[src/rtl/nibble_frame_assembler.sv]
// Hunts for a header nibble, assembles NIBBLES data nibbles MSB-first into one word,
// and holds it on a valid/ready port. Optional XOR parity check: NFA_PARITY_EN.
module nibble_frame_assembler #(
  parameter int         NIBBLES = 4,
  parameter logic [3:0] HEADER  = 4'hA
) (
  input  logic                   clk,
  input  logic                   reset,
  input  logic                   in_valid,
  input  logic [3:0]             in_data,
  output logic                   in_ready,
  output logic                   out_valid,
  output logic [4*NIBBLES-1:0]   out_data,
  input  logic                   out_ready,
  output logic                   par_err,
  output logic [7:0]             err_count,
  output logic                   busy
);

  localparam int         W    = 4 * NIBBLES;
  localparam logic [2:0] LAST = 3'(NIBBLES - 1);

`ifdef NFA_PARITY_EN
  typedef enum logic [1:0] {IDLE, COLLECT, CHECK, HOLD} state_t;
`else
  typedef enum logic [1:0] {IDLE, COLLECT, HOLD} state_t;
`endif

  state_t         r_state;
  logic [2:0]     r_count;
  logic [W-1:0]   r_word;
  logic [W-1:0]   r_out_data;
  logic           w_accept;
  logic [W-1:0]   w_word_next;

`ifdef NFA_PARITY_EN
  logic [3:0]     r_xor;
  logic           r_par_err;
  logic [7:0]     r_err_count;
`endif

  assign w_accept    = in_valid && in_ready;
  assign w_word_next = {r_word[W-5:0], in_data};

  assign in_ready  = (r_state != HOLD);
  assign out_valid = (r_state == HOLD);
  assign busy      = (r_state != IDLE);
  assign out_data  = r_out_data;

`ifdef NFA_PARITY_EN
  assign par_err   = r_par_err;
  assign err_count = r_err_count;
`else
  assign par_err   = 1'b0;
  assign err_count = 8'd0;
`endif

  always_ff @(posedge clk or posedge reset) begin
    if (reset) begin
      r_state    <= IDLE;
      r_count    <= 3'd0;
      r_word     <= '0;
      r_out_data <= '0;
`ifdef NFA_PARITY_EN
      r_xor       <= 4'd0;
      r_par_err   <= 1'b0;
      r_err_count <= 8'd0;
`endif
    end else begin
`ifdef NFA_PARITY_EN
      r_par_err <= 1'b0;
`endif
      case (r_state)
        IDLE: begin
          if (w_accept && (in_data == HEADER)) begin
            r_state <= COLLECT;
            r_count <= 3'd0;
            r_word  <= '0;
`ifdef NFA_PARITY_EN
            r_xor   <= 4'd0;
`endif
          end
        end
        COLLECT: begin
          // A header value here is ordinary data; no resync mid-frame.
          if (w_accept) begin
            r_word  <= w_word_next;
            r_count <= r_count + 3'd1;
`ifdef NFA_PARITY_EN
            r_xor   <= r_xor ^ in_data;
            if (r_count == LAST) r_state <= CHECK;
`else
            if (r_count == LAST) begin
              r_state    <= HOLD;
              r_out_data <= w_word_next;
            end
`endif
          end
        end
`ifdef NFA_PARITY_EN
        CHECK: begin
          if (w_accept) begin
            if (in_data == r_xor) begin
              r_state    <= HOLD;
              r_out_data <= r_word;
            end else begin
              // Bad frame: word is dropped, previous out_data is kept.
              r_state   <= IDLE;
              r_par_err <= 1'b1;
              if (r_err_count != 8'hFF) r_err_count <= r_err_count + 8'd1;
            end
          end
        end
`endif
        HOLD: begin
          if (out_ready) r_state <= IDLE;
        end
        default: r_state <= IDLE;
      endcase
    end
  end

endmodule

[config.mk]
export PLATFORM = sky130hd
export DESIGN_NAME = nibble_frame_assembler
export DESIGN_NICKNAME = d
export VERILOG_FILES = /design/src/rtl/nibble_frame_assembler.sv
export SDC_FILE = /design/constraint.sdc
export NUM_CORES = 1
export LEC_CHECK = 0
export CAP_MARGIN = 20
export CORE_MARGIN = 4
export CORE_UTILIZATION = 51
export CTS_BUF_LIST = sky130_fd_sc_hd__clkbuf_8 sky130_fd_sc_hd__clkbuf_16
export DETAILED_ROUTE_END_ITERATION = 8
export PLACE_DENSITY = 0.83
export SLEW_MARGIN = 20
export SYNTH_ARGS = -nofsm -noshare
export SYNTH_HDL_FRONTEND = slang
export SYNTH_SLANG_ARGS = --single-unit
[constraint.sdc]
create_clock -name clk -period 2.5 [get_ports clk]
set_input_delay 0.375 -clock clk [delete_from_list [all_inputs] [get_ports clk]]
set_output_delay 0.375 -clock clk [all_outputs]
set_load 0.005 [all_outputs]
# Yosys cells after proc, flatten, opt, wreduce, memory -nomap -nowiden

Cells that the tools add are included.

Bits in registers: 33
Logic and storage cells: 33
Output and inout port bits: 28

$add $sub $neg: 1
Eq/ne operators: 9
Reduce and logical (&&, ||, !) cells: 8
Mux-type cells: 11

Operators by type and width:

| operator              | number |
|---|---|
| $mux W12              | 2 |
| $pmux W12 S2          | 1 |
| $mux W2               | 4 |
| $ne A2 B2 Y1 const B  | 4 |
| $mux W3               | 2 |
| $pmux W2 S3           | 1 |
| $pmux W3 S2           | 1 |
| $reduce_and A3 Y1     | 2 |
| $eq A4 B4 Y1 const B  | 1 |
| $reduce_and A4 Y1     | 1 |
| $reduce_bool A2 Y1    | 2 |
| $add A3 B1 Y3 const B | 1 |
| $eq A3 B2 Y1 const B  | 1 |
| $eq A2 B1 Y1 const B  | 1 |
| $eq A2 B2 Y1 const B  | 1 |
| $logic_and A1 B1 Y1   | 2 |
| $logic_not A2 Y1      | 1 |
| $ne A2 B1 Y1 const B  | 1 |

# Logic depth before layout (Yosys ltp)

Depth after elaboration: 5
Depth in mapped cells: 5
Depth with buffers taken out: 5

# Least setup slack after synthesis

Ideal clock, no wire load.

Kind: reg2reg
From: register r_count[0]
To: register r_out_data[0], in the netlist out_data[0]
Buffers on the path: 1
Cell stages (with the launch flop): 6
Slack: 997 ps
Clock period less this slack: 1503 ps
Arrival: 1378 ps
Cell sequence: dfrtp_1 > ha_1 > ha_1 > nand4b_4 > buf_6 > mux2_4

Cells in the longest elaborated chain, start to end: 2

RTL lines:

| element                            | RTL line | source |
|---|---|---|
| from (decl)                        | 30       | `logic [2:0] r_count;` |
| from (signal assigned)             | 88       | `r_count <= r_count + 3'd1;` |
| $eq A3 B2 Y1                       | 93       | `if (r_count == LAST) begin` |
| $reduce_and A3 Y1 (no source line) | n/a      |  |
| to (signal assigned)               | 95       | `r_out_data <= w_word_next;` |
| to (decl)                          | 32       | `logic [W-1:0] r_out_data;` |

Every way passes these cells.
A chain may end at the register's enable or synchronous reset.

# Worst setup path in the final report

From: register r_state[0]
To: output busy

Cells in the longest elaborated chain, start to end: 1

RTL lines:

| element                | RTL line | source |
|---|---|---|
| from (decl)            | 29       | `state_t r_state;` |
| from (signal assigned) | 60       | `r_state <= IDLE;` |
| from (signal assigned) | 76       | `r_state <= COLLECT;` |
| from (signal assigned) | 94       | `r_state <= HOLD;` |
| $reduce_bool A2 Y1     | 47       | `assign busy = (r_state != IDLE);` |
| to (decl)              | 17       | `output logic busy` |

Every way passes these cells.

==> impl_metrics.yaml <==
routing:
  drt_iter0_drc: 16
  drt_wl_total_mm: 2.37
  drt_pass1_iterations: 4
  drc: 0
  via_count: 823
  ant_nets: 0
  avgViaCountPerCell: 5.28
  wl_per_cell_microns: 15.2
clock_tree:
  worstSkewPairLatency_ns: 0.28
  cts_buffer_depth: 2
  cts_setup_buffers: 0
  cts_root_buf: "clkbuf_8"
  cts_made_buffers: 5
  cts_tree: "built"
  h-tree-depth: 2
  cts_num_sinks: 33
  postCtsHoldBufs: 0
  clk_pin_slew_ns: 0.07
  cts_resized: 0
finish:
  final_cell_area_sq_mm: 0.00178
  area_growth_pct: 25.9
  drive_above_1_share: 0.246
  antenna_cells: 0
  multi_input_area_sq_um: 504
  final_util: 0.695
  nFillCells: 191
  seqCellArea_sq_um: 826
  fin_cells: 156
  final_nets: 135
power:
  ir_drop_v: 0.000831
  p_int_w: 0.00161
  power_frac_comb: 0.303
  p_leak_nw: 0.896
  p_per_area_mw_per_mm2: 1200
  p_switching_w: 0.000542
  switching_share: 0.252
  power_frac_clock: 0.272
  seq_power_share: 0.425
floorplanning:
  chipWidth_microns: 60.7
  num_io_pins: 36
  fp.dieH_microns: 60.7
  rows: 18
  start_util: 0.552
  design.die.area_sq_mm: 0.00369
  core-area_sq_mm: 0.00257
worst_setup_path:
  critPathLaunchType: "register"
  setup.worst_path.start: "r_state[0]"
  reg2reg_slack_ns: 0.88
  worstPathArrival_ns: 1.52
  crit_type: "register to primary output"
  crit_end: "busy"
  rr_startpoint: "r_count[0]"
  endpoint_kind: "primary output"
  reg2regPathDepth: 4
  r2r-end: "out_data[10]"
  worst-path-max-fanout: 7
  cp_data_required_time_ns: 2.12
timing:
  fin_crit_sh: 0.758
  timing.final.crit_period_ns: 1.90
  maxSlewViolCount: 0
  max_freq_mhz: 528
  final-hold-violation-count: 0
  rsz0062_at_grt: "no"
  finalSetupViolations: 0
  max_slew_margin: 0.602
  fin_skew_ns: 0.00408
  setup_ws_ns: 0.605
  tightest_slew_ns: 0.598
  tns_ns: 0
place:
  port_buffers: 26
  dpl_cell_area_sq_mm: 0.00165
  dp_slack_ns: 0.549
  hpwl_mm: 1.70
  gp_congestion: 0.759
  dp_cells: 148
run_status:
  outcome: "completed"
grt:
  grt_pass1_wl_mm: 3.98
  grt_pass1_vias: 865
  grt_antenna_before_repair: 0
  grt_overflow_total: 0
  grt_max_degree: 34
  track_usage: 0.148
synth:
  ys_warn_count: 0
  async_reset_ff_frac: 1.00
  netlist_area_sq_mm: 0.00142
  synth_area_leaders: "dfrtp_1 58%, mux2_4 9.5%, a22o_1 8.6%"
  synth_top_area_frac: 0.583
  ys_dominant_reg_cell: "dfrtp_1"
  synthCells: 96
  syn_area_per_cell_sq_um: 14.8
  synth_top_area_cell: "dfrtp_1"
  synthTopCellsByCount: "33 x dfrtp_1, 14 x a22o_1, 10 x buf_4"
  ys_seq_area_frac: 0.583
  synth-edff-count: 0
  yosysMostFrequentCell: "dfrtp_1"
  yosysUniqueCellTypes: 21
  synth-seq-cells: 33
hold_path:
  min_path_type: "input port to async pin"
run:
  maxCapViolCount: 0
## logic make-up after synthesis
family	share of synthesized area
adder cells (fa/ha/maj)	0.0176
flip-flops	0.583
multiplexers	0.159
other	0.00265
AND/OR/NAND/NOR	0.0556
AO/OA/AOI/OAI	0.0997
buffers and inverters	0.0830
## through the flow
step	power (W)	hold slack, ns
global route	0.00229	0.513
CTS	0.00217	0.491
floorplan	0.00128	0.469
global placement	0.00155	0.487
detailed placement	0.00158	0.491
finish	0.00215	0.480
## flip-flops by register name, indices dropped and copies added (netlist names)
register,count
r_word,12
r_count,3
out_data,16
r_state,2
## cells in the final DEF, fill, tap and decap left out, drive strengths merged
cell,netlist,final
or2,1,1
nand2b,1,1
nand2,2,2
clkbuf,0,5
nand3b,1,1
and4bb,1,1
nor2b,1,1
ha,2,2
and2,1,1
nand4b,1,1
conb,1,9
bufinv,0,2
o21ai,2,2
a21oi,1,1
buf,13,1
inv,4,4
a22o,14,14
clkdlybuf4s50,0,26
clkinv,0,1
dfrtp,33,33
mux2,17,17
## final cells by class
class | count | share of cell area
Multi-Input combinational cell | 54 | 0.283
Tap cell | 30 | 0.0210
Inverter | 4 | 0.00842
Timing Repair Buffer | 27 | 0.150
Sequential cell | 33 | 0.463
Clock inverter | 3 | 0.0365
Clock buffer | 5 | 0.0386
## how the worst min path moves through the flow
stage,from,end,slack [ns],cells past startpoint
floorplan,r_word[10],r_word[10],0.47,1
global placement,out_data[14],out_data[14],0.49,1
detailed placement,out_data[4],out_data[4],0.49,1
CTS,reset,out_data[1],0.49,3
global route,out_data[8],out_data[8],0.51,1
finish,reset,out_data[7],0.48,3
## power groups by stage
stage               clock network, W  registers (W)  logic (W)
finish                      0.000584       0.000913   0.000652
global route                0.000624       0.000945   0.000716
CTS                         0.000596       0.000915   0.000664
detailed placement                 0       0.000924   0.000659
global placement                   0       0.000907   0.000644
floorplan                          0       0.000892   0.000387
## metal layers
layer	track usage	wire length, microns	vias up
met2	0.224	1150	28
met5	0	0	-
met1	0.187	1040	408
met3	0.0574	138	6
met4	0.0650	44	0
li1	-	-	381
## worst max-delay path, cell delays in order, from the launching register on
cell and delay, ns:
dfrtp_1 0.47, or2_2 0.33, clkdlybuf4s50_1 0.45
Note: power is estimated with default switching activity, not from simulation.
